`src/rtl/calc_arbiter.sv`:
```
// Round-robin front end sharing one calculator between n_req requesters:
// accept one op, start the calculator, await done (with watchdog), return a held response.
module calc_arbiter #(
    parameter int unsigned width   = 8,
    parameter int unsigned n_req   = 2,
    parameter int unsigned timeout = 255
) (
    input  logic                     clock_i,
    input  logic                     reset_i,
    input  logic [n_req-1:0]         req_valid_i,
    output logic [n_req-1:0]         req_ready_o,
    input  logic [n_req*width-1:0]   req_a_i,
    input  logic [n_req*width-1:0]   req_b_i,
    input  logic [n_req*2-1:0]       req_fct_i,
    output logic [n_req-1:0]         rsp_valid_o,
    input  logic [n_req-1:0]         rsp_ready_i,
    output logic [2*width-1:0]       rsp_res_o,
    output logic [2*width-1:0]       rsp_rem_o,
    output logic                     rsp_err_o,
    output logic                     calc_start_o,
    output logic [width-1:0]         calc_a_o,
    output logic [width-1:0]         calc_b_o,
    output logic [1:0]               calc_fct_o,
    input  logic [2*width-1:0]       calc_res_i,
    input  logic [2*width-1:0]       calc_rem_i,
    input  logic                     calc_done_i
);

    localparam int unsigned iw = (n_req > 2) ? 2 : 1;

    typedef enum logic [1:0] {IDLE, ISSUE, WAIT, RESP} state_t;

    state_t          state, state_next;
    logic [iw-1:0]   rr_ptr;
    logic [iw-1:0]   grant_q;
    logic [iw-1:0]   grant_sel;
    logic            found;
    logic            accept;
    logic            div_zero;
    logic [7:0]      cnt;
    logic [width-1:0] sel_a, sel_b;
    logic [1:0]      sel_fct;

    // First valid requester at or after rr_ptr, wrapping modulo n_req.
    always_comb begin
        int unsigned idx;
        found     = 1'b0;
        grant_sel = '0;
        idx       = 0;
        for (int unsigned k = 0; k < n_req; k++) begin
            idx = int'(rr_ptr) + k;
            if (idx >= n_req) idx = idx - n_req;
            if (!found && req_valid_i[idx]) begin
                found     = 1'b1;
                grant_sel = iw'(idx);
            end
        end
    end

    assign sel_a    = req_a_i[grant_sel*width +: width];
    assign sel_b    = req_b_i[grant_sel*width +: width];
    assign sel_fct  = req_fct_i[grant_sel*2 +: 2];
    assign div_zero = (sel_fct == 2'b11) && (sel_b == '0);

    always_comb begin
        state_next  = state;
        req_ready_o = '0;
        rsp_valid_o = '0;
        accept      = 1'b0;
        case (state)
            IDLE: begin
                if (found && !reset_i) begin
                    accept                 = 1'b1;
                    req_ready_o[grant_sel] = 1'b1;
                    state_next             = div_zero ? RESP : ISSUE;
                end
            end
            ISSUE: state_next = WAIT;
            WAIT: begin
                if (calc_done_i || cnt == 8'(timeout)) state_next = RESP;
            end
            RESP: begin
                rsp_valid_o[grant_q] = 1'b1;
                if (rsp_ready_i[grant_q]) state_next = IDLE;
            end
            default: state_next = IDLE;
        endcase
    end

    assign calc_start_o = (state == ISSUE);

    always_ff @(posedge clock_i) begin
        if (reset_i) begin
            state      <= IDLE;
            rr_ptr     <= '0;
            grant_q    <= '0;
            cnt        <= '0;
            calc_a_o   <= '0;
            calc_b_o   <= '0;
            calc_fct_o <= '0;
            rsp_res_o  <= '0;
            rsp_rem_o  <= '0;
            rsp_err_o  <= 1'b0;
        end else begin
            state <= state_next;
            case (state)
                IDLE: begin
                    if (accept) begin
                        grant_q    <= grant_sel;
                        calc_a_o   <= sel_a;
                        calc_b_o   <= sel_b;
                        calc_fct_o <= sel_fct;
                        if (div_zero) begin
                            rsp_res_o <= '0;
                            rsp_rem_o <= '0;
                            rsp_err_o <= 1'b1;
                        end
                    end
                end
                ISSUE: cnt <= '0;
                WAIT: begin
                    cnt <= cnt + 8'd1;
                    // done wins over a watchdog expiry in the same cycle
                    if (calc_done_i) begin
                        rsp_res_o <= calc_res_i;
                        rsp_rem_o <= calc_rem_i;
                        rsp_err_o <= 1'b0;
                    end else if (cnt == 8'(timeout)) begin
                        rsp_res_o <= '0;
                        rsp_rem_o <= '0;
                        rsp_err_o <= 1'b1;
                    end
                end
                RESP: begin
                    if (rsp_ready_i[grant_q])
                        rr_ptr <= (int'(grant_q) == n_req - 1) ? '0 : grant_q + iw'(1);
                end
                default: ;
            endcase
        end
    end

endmodule
```
`config.mk`:
```
export PLATFORM = sky130hd
export DESIGN_NAME = calc_arbiter
export DESIGN_NICKNAME = d
export VERILOG_FILES = /design/src/rtl/calc_arbiter.sv
export SDC_FILE = /design/constraint.sdc
export NUM_CORES = 1
export LEC_CHECK = 0
export CAP_MARGIN = 10
export CORE_UTILIZATION = 45
export CTS_CLUSTER_DIAMETER = 40
export DETAILED_ROUTE_END_ITERATION = 8
export GPL_TIMING_DRIVEN = 0
export PLACE_DENSITY = 0.85
export SYNTH_ARGS = -nofsm -noshare
export SYNTH_HDL_FRONTEND = slang
export SYNTH_SLANG_ARGS = --single-unit
```
`constraint.sdc`:
```
create_clock -name clock_i -period 4.87 [get_ports clock_i]
set_clock_uncertainty 0.2 [all_clocks]
set_input_delay 0.487 -clock clock_i [delete_from_list [all_inputs] [get_ports clock_i]]
set_output_delay 0.487 -clock clock_i [all_outputs]
set_load 0.01 [all_outputs]
```
# --- Yosys cells after proc, flatten, opt, wreduce, memory -nomap -nowiden ---
# Cells that the tools add are included.
# W data, S select, Z words.
totals:
  register_bits: 63
  latch_bits: 0
  ram_bits: 0
  mem_bits_ro: 0
  in_bits: 75
  out_inout_bits: 56
  wordCells: 93
  n_memories: 0
op_classes:
  addsub: 5
  n_mul: 0
  n_div: 0
  order_cmp: 8
  eq_ne: 11
  shift: 3
  muxes: 40
  bitwise: 0
  n_reduce_logical: 16
op_table:
  columns: ["cell", "n"]
  rows:
  - ["$mux W16", 5]
  - ["$lt A32 B2 Y1 const B", 2]
  - ["$mux W32", 2]
  - ["$pmux W16 S2", 2]
  - ["$shiftx A16 B5 Y8", 2]
  - ["$mux W1", 19]
  - ["$pmux W8 S2", 1]
  - ["$mux W2", 7]
  - ["$ne A2 B2 Y1 const B", 5]
  - ["$add A8 B1 Y8 const B", 1]
  - ["$eq A8 B8 Y1 const B", 1]
  - ["$logic_not A8 Y1", 1]
  - ["$pmux W2 S4", 1]
  - ["$eq A2 B2 Y1 const B", 3]
  - ["$logic_and A1 B1 Y1", 5]
  - ["$lt A1 B2 Y1 const B", 2]
  - ["$reduce_and A2 Y1", 2]
  - ["$reduce_and A4 Y1", 1]
  - ["$reduce_bool A2 Y1", 2]
  - ["$shiftx A4 B3 Y2", 1]
  - ["$ne A3 B3 Y1 const B", 1]
  - ["$reduce_and A3 Y1", 1]
  - ["$sub A1 B2 Y3 const B", 1]
  - ["$sub A2 B2 Y3 const B", 1]
  - ["other kinds (11)", 14]

# --- Depth between registers and ports, before layout ---
# Gate-level depths: netlist of run 1.
logic_depth:
  ltp_word: 14
  ltp_mapped: 7
  mapped_depth_nobuf: 7

# --- Worst setup path after synthesis of run 1 ---
# OpenSTA, ideal clock, no wires.
synth_timing:
  kind: "input-to-output"
  start: "input reset_i"
  end: "output req_ready_o[0]"
  arrival_time_ps: 1611
  path_slack_ps: 2572
  stages: 5
  path_cell_list: "clkbuf_1 > o21bai_1 > nor2_1 > clkbuf_1 > and2_1"
synth_via:
  elab_chain_cells: 4
synth_rtl:
  columns: ["element", "line", "rtl"]
  rows:
  - ["start, declared", "9", "input logic reset_i,"]
  - ["$logic_not A1 Y1", "72", "if (found && !reset_i) begin"]
  - ["$logic_and A1 B1 Y1", "72", null]
  - ["$mux W2", "72", null]
  - ["$mux W2", "70", "case (state)"]
  - ["end, declared", "11", "output logic [n_req-1:0] req_ready_o,"]
# No other way between the ends.

# --- Worst setup path after layout of run 1 ---
layout_timing:
  start: "register state[0]"
  end: "output req_ready_o[0]"
layout_via:
  elab_chain_cells: 2
layout_rtl:
  columns: ["element", "line", "rtl"]
  rows:
  - ["start, declared", "33", "state_t state, state_next;"]
  - ["start signal, assigned", "105", "state <= state_next;"]
  - ["$logic_not A2 Y1", "70", null]
  - ["$mux W2", "70", null]
# No other way between the ends.

==> flow_metrics.py, run 1 <==
metrics = {
    "detailed_routing": {
        "drt_iter0_markers": 80,
        "drc": 0,
        "ant_nets": 0,
        "vias": 2670,
        "routedWlPerCell_um": 13.9,
        "via_per_inst": 5.05,
        "routed_wl_um": 7340,
        "firstDrtPassIters": 5,
    },
    "sta": {
        "hold_violations": 0,
        "setup_slack_ns": 1.56,
        "setup_violations": 0,
        "worst_pin_slew_ns": 0.615,
        "slew_violations": 0,
        "timing.final.crit_period_ns": 3.31,
        "fmax_mhz": 302,
        "rsz0062_at_grt": "false",
        "slew_headroom": 0.590,
        "period_share": 0.679,
        "fin_setup_tns_ns": 0,
    },
    "floorplanning": {
        "start_util": 0.477,
        "rows": 28,
        "ios": 131,
        "die_h_um": 82.0,
        "die_area_sq_mm": 0.00672,
        "core_area_sq_mm": 0.00603,
        "die_w_um": 82.0,
    },
    "grt": {
        "grt_pass1_vias": 2554,
        "overflow": 0,
        "track_usage": 0.225,
        "antenna_found_initial": 0,
        "grt_pass1_wl_um": 11500,
        "grt_max_degree": 11,
    },
    "pwr": {
        "p_sw_mw": 0.551,
        "switching_share": 0.315,
        "pwr-share-comb": 0.406,
        "seqPwrFrac": 0.356,
        "clockPowerShare": 0.238,
        "p_per_area_mw_per_mm2": 393,
        "irDropWorstVdd_mv": 0.303,
        "p_int_mw": 1.20,
        "leakage_nw": 1.86,
    },
    "finish": {
        "diodes": 0,
        "area_growth_pct": 54.5,
        "nets": 532,
        "drive_above_1_share": 0.0551,
        "layout.cells.non_filler": 529,
    },
    "placed_design": {
        "pre_cts_ws_ns": 1.63,
        "dp_cells": 515,
        "gp_congestion": 0.796,
        "dp_hpwl_um": 5630,
        "io_buffers": 129,
    },
    "synth": {
        "yosysMostFrequentCell": "nand2_1",
        "ys_dominant_reg_cell": "dfxtp_1",
        "synth_cell_types": 37,
        "yosys_warnings": 0,
        "yosys-top-cells-count": "nand2_1, dfxtp_1, mux2i_1, nor2_1, o21ai_0",
        "synthCells": 311,
        "synth.cell_area_sq_mm": 0.00288,
        "synth_top_area_frac": 0.438,
        "async_reset_ff_frac": 0,
        "synth-seq-cells": 63,
        "synthTopCellsByArea": "dfxtp_1, mux2i_1, nand2_1",
        "ys_seq_area_frac": 0.438,
        "yosysTopAreaCell": "dfxtp_1",
        "synth_nets": 392,
        "synth_edf_count": 0,
        "avgSynthCellArea_sq_um": 9.25,
    },
    "setup_path": {
        "r2r_slack_ns": 2.39,
        "critical_path_class": "reg -> out",
        "r2r_end": "rsp_rem_o[10]",
        "cp-startpoint": "state[0]",
        "end_kind": "output port",
        "r2r-start": "state[0]",
        "critPathArrivalTime_ns": 2.62,
        "critPathLaunchType": "register",
        "crit_end": "req_ready_o[0]",
        "path_max_fanout": 10,
        "required_ns": 4.18,
        "reg2regPathDepth": 7,
    },
    "cts": {
        "cts_max_path_buffers": 2,
        "clkSinkCount": 63,
        "cts_hold_buf": 0,
        "clock-root-buffer": "clkbuf_8",
        "cts-htree-levels": 3,
        "post-cts-setup-buffer-count": 0,
        "cts_resized": 0,
        "cts_tree": "done",
        "cts_buffers": 9,
        "clkSlewWorstSetupHoldPaths_ns": 0.06,
        "insertion_delay_ns": 0.33,
    },
    "run": {
        "max_cap_viol_count": 0,
    },
    "hold_path": {
        "hold_class": "reg -> reg",
    },
    "run_status": {
        "status": "finished, final reports clean",
    },
}
## routing by layer
metal | global-route usage | share of wire | vias up
met1 | 0.248 | 0.42 | 1208
li1 | - | - | 1348
met4 | 0.104 | 0.019 | 0
met3 | 0.0822 | 0.088 | 15
met5 | 0 | 0 | -
met2 | 0.384 | 0.48 | 99
## power groups by stage
stage	clock, mW	combinational (mW)	sequential [mW]
detailed placement	0	0.710	0.632
finish	0.416	0.709	0.623
CTS	0.426	0.714	0.622
floorplan	0	0.432	0.653
global placement	0	0.698	0.631
global route	0.453	0.769	0.630
## worst min-delay path by stage
stage / start / to / slack [ns] / cells past startpoint
after detailed placement: rsp_res_o[8] / rsp_res_o[8] / 0.25 / 2
after global placement: rsp_res_o[13] / rsp_res_o[13] / 0.24 / 2
after global routing: rsp_rem_o[15] / rsp_rem_o[15] / 0.28 / 2
final: rsp_rem_o[1] / rsp_rem_o[1] / 0.26 / 2
after floorplan: cnt[7] / cnt[7] / 0.26 / 2
after CTS: rsp_res_o[11] / rsp_res_o[11] / 0.26 / 2
## logic make-up (layout without fill, tap and decap cells)
kind of cell | Yosys count | after routing | share of synthesized area
flip-flops | 63 | 63 | 0.438
AO/OA/AOI/OAI | 36 | 36 | 0.0800
adder cells (fa/ha/maj) | 6 | 6 | 0.0261
buffers and inverters | 27 | 170 | 0.0709
XOR/XNOR | 5 | 5 | 0.0152
AND/OR/NAND/NOR | 121 | 121 | 0.183
multiplexers | 53 | 53 | 0.186
## area by class of cell
| cell class | instances | area [sq um] |
|---|---|---|
| Sequential cell | 63 | 1260 |
| Buffer | 19 | 174 |
| Tap cell | 75 | 93.8 |
| Clock buffer | 14 | 183 |
| Fill cell | 452 | 1580 |
| Multi-Input combinational cell | 221 | 1410 |
| Timing Repair Buffer | 129 | 1290 |
| Inverter | 8 | 30.0 |
## state kept, by name (all words and copies together), names as in the netlist
signal / flops
cnt: 8
calc_a_o: 8
state: 2
rsp_rem_o: 16
grant_q: 1
rsp_res_o: 16
rsp_err_o: 1
calc_b_o: 8
rr_ptr: 1
calc_fct_o: 2
## critical path, cell delays in order, from the launching register on
cell and delay, ns:
dfxtp_1 0.33, inv_1 0.13, ha_1 0.24, inv_1 0.07, nor2_1 0.38, clkbuf_1 0.38
and2_1 0.19, clkdlybuf4s50_1 0.56
## per-stage QoR
step	power [mW]	util	hold WS (ns)	area (sq um)
2_1_floorplan	1.08	-	0.259	2880
3_3_place_gp	1.33	0.707	0.243	4260
3_5_place_dp	1.34	0.707	0.254	4260
4_1_cts	1.76	0.738	0.263	4440
5_1_grt	1.85	0.738	0.282	4440
6_report	1.75	0.738	0.262	4440
## placed cells by master, fill, tap and decap left out, types with 3 or more instances in the layout
master / n
xor2_1: 4
a21oi_1: 6
clkbuf_8: 15
nand4_1: 6
ha_1: 6
nand3_1: 11
mux2i_1: 52
dfxtp_1: 63
a211oi_1: 11
inv_1: 7
buf_12: 3
dlygate4sd3_1: 4
nand2_1: 69
clkdlybuf4s50_1: 129
clkbuf_1: 8
o21ai_0: 12
nor2_1: 22
No activity file was read; power rests on OpenSTA's default activity.
==> run 2: changes to the inputs <==
Settings changed: CORE_UTILIZATION 45 to 38, PLACE_DENSITY 0.85 to 0.76.
Clock period 4.87 ns to 3 ns, I/O delays scaled along.
==> run 2 against run 1 <==
  * Cell count is 4.9% higher
  * Clock power is 69% higher
  * Register-to-register slack worse by 1.9 ns
  * Sequential power is 62% higher
  * Final area is 1.0% higher
  * Critical path depth is 1 lower
  * Critical path type is now in -> out
  * Critical endpoint unchanged
==> flow_metrics.py, run 2 (same netlist as run 1, synthesis figures left out) <==
metrics = {
    "setup_path": {
        "critical_path_class": "in -> out",
        "required_ns": 2.50,
        "path_max_fanout": 10,
        "end_kind": "output port",
        "r2r-start": "state[0]",
        "critPathLaunchType": "primary input",
        "critPathArrivalTime_ns": 2.34,
        "cp-startpoint": "req_valid_i[0]",
    },
    "grt": {
        "grt_pass1_vias": 2569,
        "grt_max_degree": 12,
        "grt_pass1_wl_um": 11600,
        "antenna_found_initial": 0,
        "track_usage": 0.190,
        "overflow": 0,
    },
    "finish": {
        "multi_input_area_sq_mm": 0.00142,
        "layout.cells.non_filler": 555,
        "diodes": 0,
        "nFillCells": 658,
        "drive_above_1_share": 0.0636,
        "final_cell_mix": "clkdlybuf4s50_1, nand2_1, dfxtp_1",
        "area_growth_pct": 56.1,
        "nets": 532,
        "final_common_cell": "clkdlybuf4s50_1",
        "reg.largest.list": "rsp_rem_o: 16 flops, rsp_res_o: 16 flops",
        "ff_latch_area_sq_mm": 0.00126,
        "final_cell_area_sq_mm": 0.00449,
    },
    "placed_design": {
        "place_area_sq_mm": 0.00429,
        "io_buffers": 129,
        "gp_congestion": 0.788,
        "dp_hpwl_um": 5840,
        "dp_cells": 539,
    },
    "detailed_routing": {
        "drt_iter0_markers": 47,
        "via_per_inst": 4.85,
        "drc": 0,
        "vias": 2689,
        "ant_nets": 0,
        "firstDrtPassIters": 4,
        "routed_wl_um": 7360,
        "routedWlPerCell_um": 13.3,
    },
    "floorplanning": {
        "core_area_sq_mm": 0.00729,
        "die_area_sq_mm": 0.00792,
        "die_h_um": 89.0,
        "ios": 131,
        "rows": 31,
        "die_w_um": 89.0,
        "start_util": 0.394,
    },
    "sta": {
        "fin_setup_tns_ns": 0,
        "fmax_mhz": 353,
        "rsz0062_at_grt": "false",
        "timing.hold.ws_ns": 0.211,
        "timing.final.crit_period_ns": 2.84,
        "hold_violations": 0,
        "slew_violations": 0,
        "slew_headroom": 0.586,
        "setup_violations": 0,
        "period_share": 0.945,
        "worst_pin_slew_ns": 0.621,
    },
    "pwr": {
        "irDropWorstVdd_mv": 0.395,
        "total_power_mw": 2.88,
        "leakage_nw": 1.87,
        "p_per_area_mw_per_mm2": 642,
    },
    "cts": {
        "cts-htree-levels": 3,
        "cts_buffers": 9,
        "clock-root-buffer": "clkbuf_8",
        "cts_max_path_buffers": 2,
        "clkSlewWorstSetupHoldPaths_ns": 0.07,
        "clkSinkCount": 63,
        "cts_tree": "done",
        "insertion_delay_ns": 0.33,
    },
    "hold_path": {
        "worstHoldStart": "reset_i",
        "hold_class": "in -> reg",
    },
    "run": {
        "max_cap_viol_count": 0,
    },
    "run_status": {
        "status": "finished, final reports clean",
    },
}
==> run 2: changes by cell type in the layout (fill, tap and decap cells not counted) <==
cell,delta
clkinv_4,+1
clkinv_2,+3
nor2_4,+1
bufinv_16,+1
clkbuf_1,-1
clkinvlp_4,+1
nor2_1,-1
clkbuf_2,+1
clkbuf_8,-4
==> run 2: final timing paths <==
| kind | to | slack, ns | depth (start not counted) |
|---|---|---|---|
| setup / recovery | req_ready_o[0] | 0.16 | 6 |
| hold / removal | calc_a_o[6] | 0.21 | 2 |
| setup reg to reg | rsp_rem_o[12] | 0.52 | 7 |
| hold reg to reg | rsp_res_o[12] | 0.26 | 2 |
==> run 2: what timing repair did <==
item	4_1_cts	5_1_grt
setup buffers	0	0
gates resized for setup	2	1
hold buffers	0	0
cloned	0	0
setup endpoints to repair	1	1
==> run 2: cell type report <==
type | count | share of cell area
Buffer | 19 | 0.0390
Sequential cell | 63 | 0.281
Tap cell | 99 | 0.0276
Clock buffer | 10 | 0.0284
Inverter | 8 | 0.00669
Timing Repair Buffer | 129 | 0.288
Multi-Input combinational cell | 221 | 0.316
Clock inverter | 6 | 0.0137
==> run 2: worst max-delay path, cell delays in order <==
cell and delay [ns]:
clkdlybuf4s50_1 0.49, inv_1 0.04, o21ai_1 0.23, buf_1 0.52
and2_1 0.21, clkdlybuf4s50_1 0.54
==> run 2: routing by layer <==
metal / up-vias / share of wire / track usage
li1: 1349 / - / -
met5: - / 0 / 0
met4: 0 / 0.011 / 0.0649
met2: 92 / 0.51 / 0.354
met3: 8 / 0.073 / 0.0480
met1: 1240 / 0.41 / 0.211
==> run 2: where the power goes <==
group | internal, mW | switching (mW) | total (mW) | leakage (nW)
clock network | 0.381 | 0.323 | 0.704 | 0.0960
logic | 0.619 | 0.545 | 1.16 | 1.26
registers | 0.946 | 0.0662 | 1.01 | 0.512
total | 1.95 | 0.935 | 2.88 | 1.87
==> run 2: stage by stage <==
step	utilization	setup WS [ns]
2_1_floorplan	-	0.909
3_3_place_gp	0.589	0.0456
3_5_place_dp	0.589	0.0229
4_1_cts	0.615	0.0849
5_1_grt	0.616	0.0605
6_report	0.616	0.164
==> run 3: changes to the inputs <==
Settings changed: CELL_PAD_IN_SITES_DETAIL_PLACEMENT set to 2, CELL_PAD_IN_SITES_GLOBAL_PLACEMENT set to 2, CORE_UTILIZATION 38 to 21, PLACE_DENSITY 0.76 to 0.75.
==> run 3 against run 2 <==
  * Register-to-register slack got worse by 0.06 ns
  * Highest routed layer unchanged
  * Clock power up 36%
  * Sequential power is essentially flat
  * Die area increased by 79%
  * Critical path depth unchanged
==> flow_metrics.py, run 3 (same netlist as run 1, synthesis figures left out) <==
metrics = {
    "run_status": {
        "status": "finished, final reports clean",
    },
    "floorplanning": {
        "die_area_sq_mm": 0.0142,
        "die_h_um": 119,
        "die_w_um": 119,
        "start_util": 0.216,
        "core_area_sq_mm": 0.0133,
        "rows": 42,
        "ios": 131,
    },
    "cts": {
        "clkSinkCount": 63,
        "cts_hold_buf": 0,
        "cts-htree-levels": 3,
        "cts_buffers": 9,
        "cts_tree": "done",
        "cts_max_path_buffers": 2,
        "clkSlewWorstSetupHoldPaths_ns": 0.05,
        "insertion_delay_ns": 0.33,
        "clock-root-buffer": "clkbuf_16",
    },
    "finish": {
        "nets": 534,
        "reg.largest.list": "rsp_rem_o: 16 flops, rsp_res_o: 16 flops",
        "final_common_cell": "clkdlybuf4s50_1",
        "ff_latch_area_sq_mm": 0.00126,
        "final_cell_area_sq_mm": 0.00468,
        "diodes": 0,
        "area_growth_pct": 62.7,
        "final_cell_mix": "clkdlybuf4s50_1, nand2_1, dfxtp_1",
        "layout.cells.non_filler": 632,
        "nFillCells": 1474,
        "drive_above_1_share": 0.0636,
        "multi_input_area_sq_mm": 0.00142,
    },
    "grt": {
        "grt_max_degree": 11,
        "overflow": 0,
        "grt_pass1_vias": 3127,
        "antenna_found_initial": 0,
        "grt_pass1_wl_um": 15800,
        "track_usage": 0.143,
    },
    "detailed_routing": {
        "via_per_inst": 4.43,
        "routed_wl_um": 9870,
        "firstDrtPassIters": 2,
        "routedWlPerCell_um": 15.6,
        "drt_iter0_markers": 38,
        "drc": 0,
        "vias": 2800,
        "ant_nets": 0,
    },
    "pwr": {
        "irDropWorstVdd_mv": 0.289,
        "p_per_area_mw_per_mm2": 683,
        "clockPowerShare": 0.299,
        "seqPwrFrac": 0.318,
        "p_int_mw": 2.17,
        "p_sw_mw": 1.03,
        "leakage_nw": 1.91,
        "pwr-share-comb": 0.383,
        "switching_share": 0.321,
    },
    "sta": {
        "period_share": 0.914,
        "rsz0062_at_grt": "false",
        "worst_pin_slew_ns": 0.586,
        "hold_violations": 0,
        "timing.final.crit_period_ns": 2.74,
        "setup_violations": 0,
        "slew_violations": 0,
        "fmax_mhz": 365,
        "fin_setup_tns_ns": 0,
        "slew_headroom": 0.607,
        "setup_slack_ns": 0.258,
    },
    "setup_path": {
        "end_kind": "output port",
        "cpMostUsedCell": "inv_1",
        "critPathArrivalTime_ns": 2.24,
        "required_ns": 2.50,
        "path_max_fanout": 5,
        "cp_cell_sequence": "inv_1 -> ha_1 -> inv_1 -> or2_2 -> nor2_1 -> clkdlybuf4s50_1",
        "reg2regPathDepth": 7,
        "critPathLaunchType": "register",
        "crit_path_top_delay_cell": "clkdlybuf4s50_1",
        "cpPeakStageDelay_ns": 0.57,
        "critical_path_class": "reg -> out",
    },
    "placed_design": {
        "dp_hpwl_um": 7750,
        "pre_cts_ws_ns": -0.0573,
        "gp_congestion": 0.744,
        "io_buffers": 129,
        "place_area_sq_mm": 0.00439,
        "dp_cells": 616,
    },
    "hold_path": {
        "min_path_cells": 2,
        "hold_class": "in -> reg",
    },
    "run": {
        "max_cap_viol_count": 0,
    },
}
==> run 3: changes by cell type in the layout (fill, tap and decap cells not counted), sizes merged <==
cell	change
bufinv	-1
clkbuf	+4
buf	+1
clkinvlp	-1
clkinv	-3
==> run 3: layer usage <==
layer / track usage / routed length, um
met2: 0.256 / 5120
met5: 0 / 0
met4: 0.0475 / 107
met3: 0.0383 / 542
met1: 0.163 / 4110
==> run 3: metrics by stage <==
stage / total power [mW] / util / hold slack [ns]
final: 3.20 / 0.352 / 0.214
after CTS: 3.24 / 0.351 / 0.209
after global routing: 3.38 / 0.352 / 0.248
after global placement: 2.21 / 0.330 / 0.245
after detailed placement: 2.26 / 0.330 / 0.259
after floorplan: 1.76 / - / 0.239
==> run 3: what timing repair did <==
item	CTS	global route
resized for setup	3	3
buffers inserted	0	2
pin swaps	0	1
endpoints found under the setup margin	1	1
==> run 3: final timing paths <==
| path | endpoint | slack [ns] | start |
|---|---|---|---|
| setup reg to reg | rsp_rem_o[1] | 0.46 | state[0] |
| hold / removal | calc_a_o[6] | 0.21 | reset_i |
| hold reg to reg | rsp_rem_o[0] | 0.26 | rsp_rem_o[0] |
| setup / recovery | req_ready_o[1] | 0.26 | state[0] |
==> run 3: final cells by class <==
type | count | share of cell area
Buffer | 19 | 0.0382
Clock buffer | 13 | 0.0556
Clock inverter | 1 | 0.00107
Inverter | 8 | 0.00642
Multi-Input combinational cell | 221 | 0.303
Sequential cell | 63 | 0.269
Tap cell | 176 | 0.0470
Timing Repair Buffer | 131 | 0.279
==> run 3: critical path, delay by kind of cell, from the launching register on <==
kind | cells | cell delay (ns)
fa+ha+maj | 1 | 0.26
simple gates | 2 | 0.51
flops | 1 | 0.33
buf+inv | 3 | 0.81
==> run 3: power by group through the flow <==
stage | registers [mW] | logic [mW] | clock network (mW)
floorplan | 1.06 | 0.701 | 0
global placement | 1.03 | 1.18 | 0
detailed placement | 1.04 | 1.22 | 0
CTS | 1.02 | 1.24 | 0.983
global route | 1.03 | 1.34 | 1.02
finish | 1.02 | 1.23 | 0.957
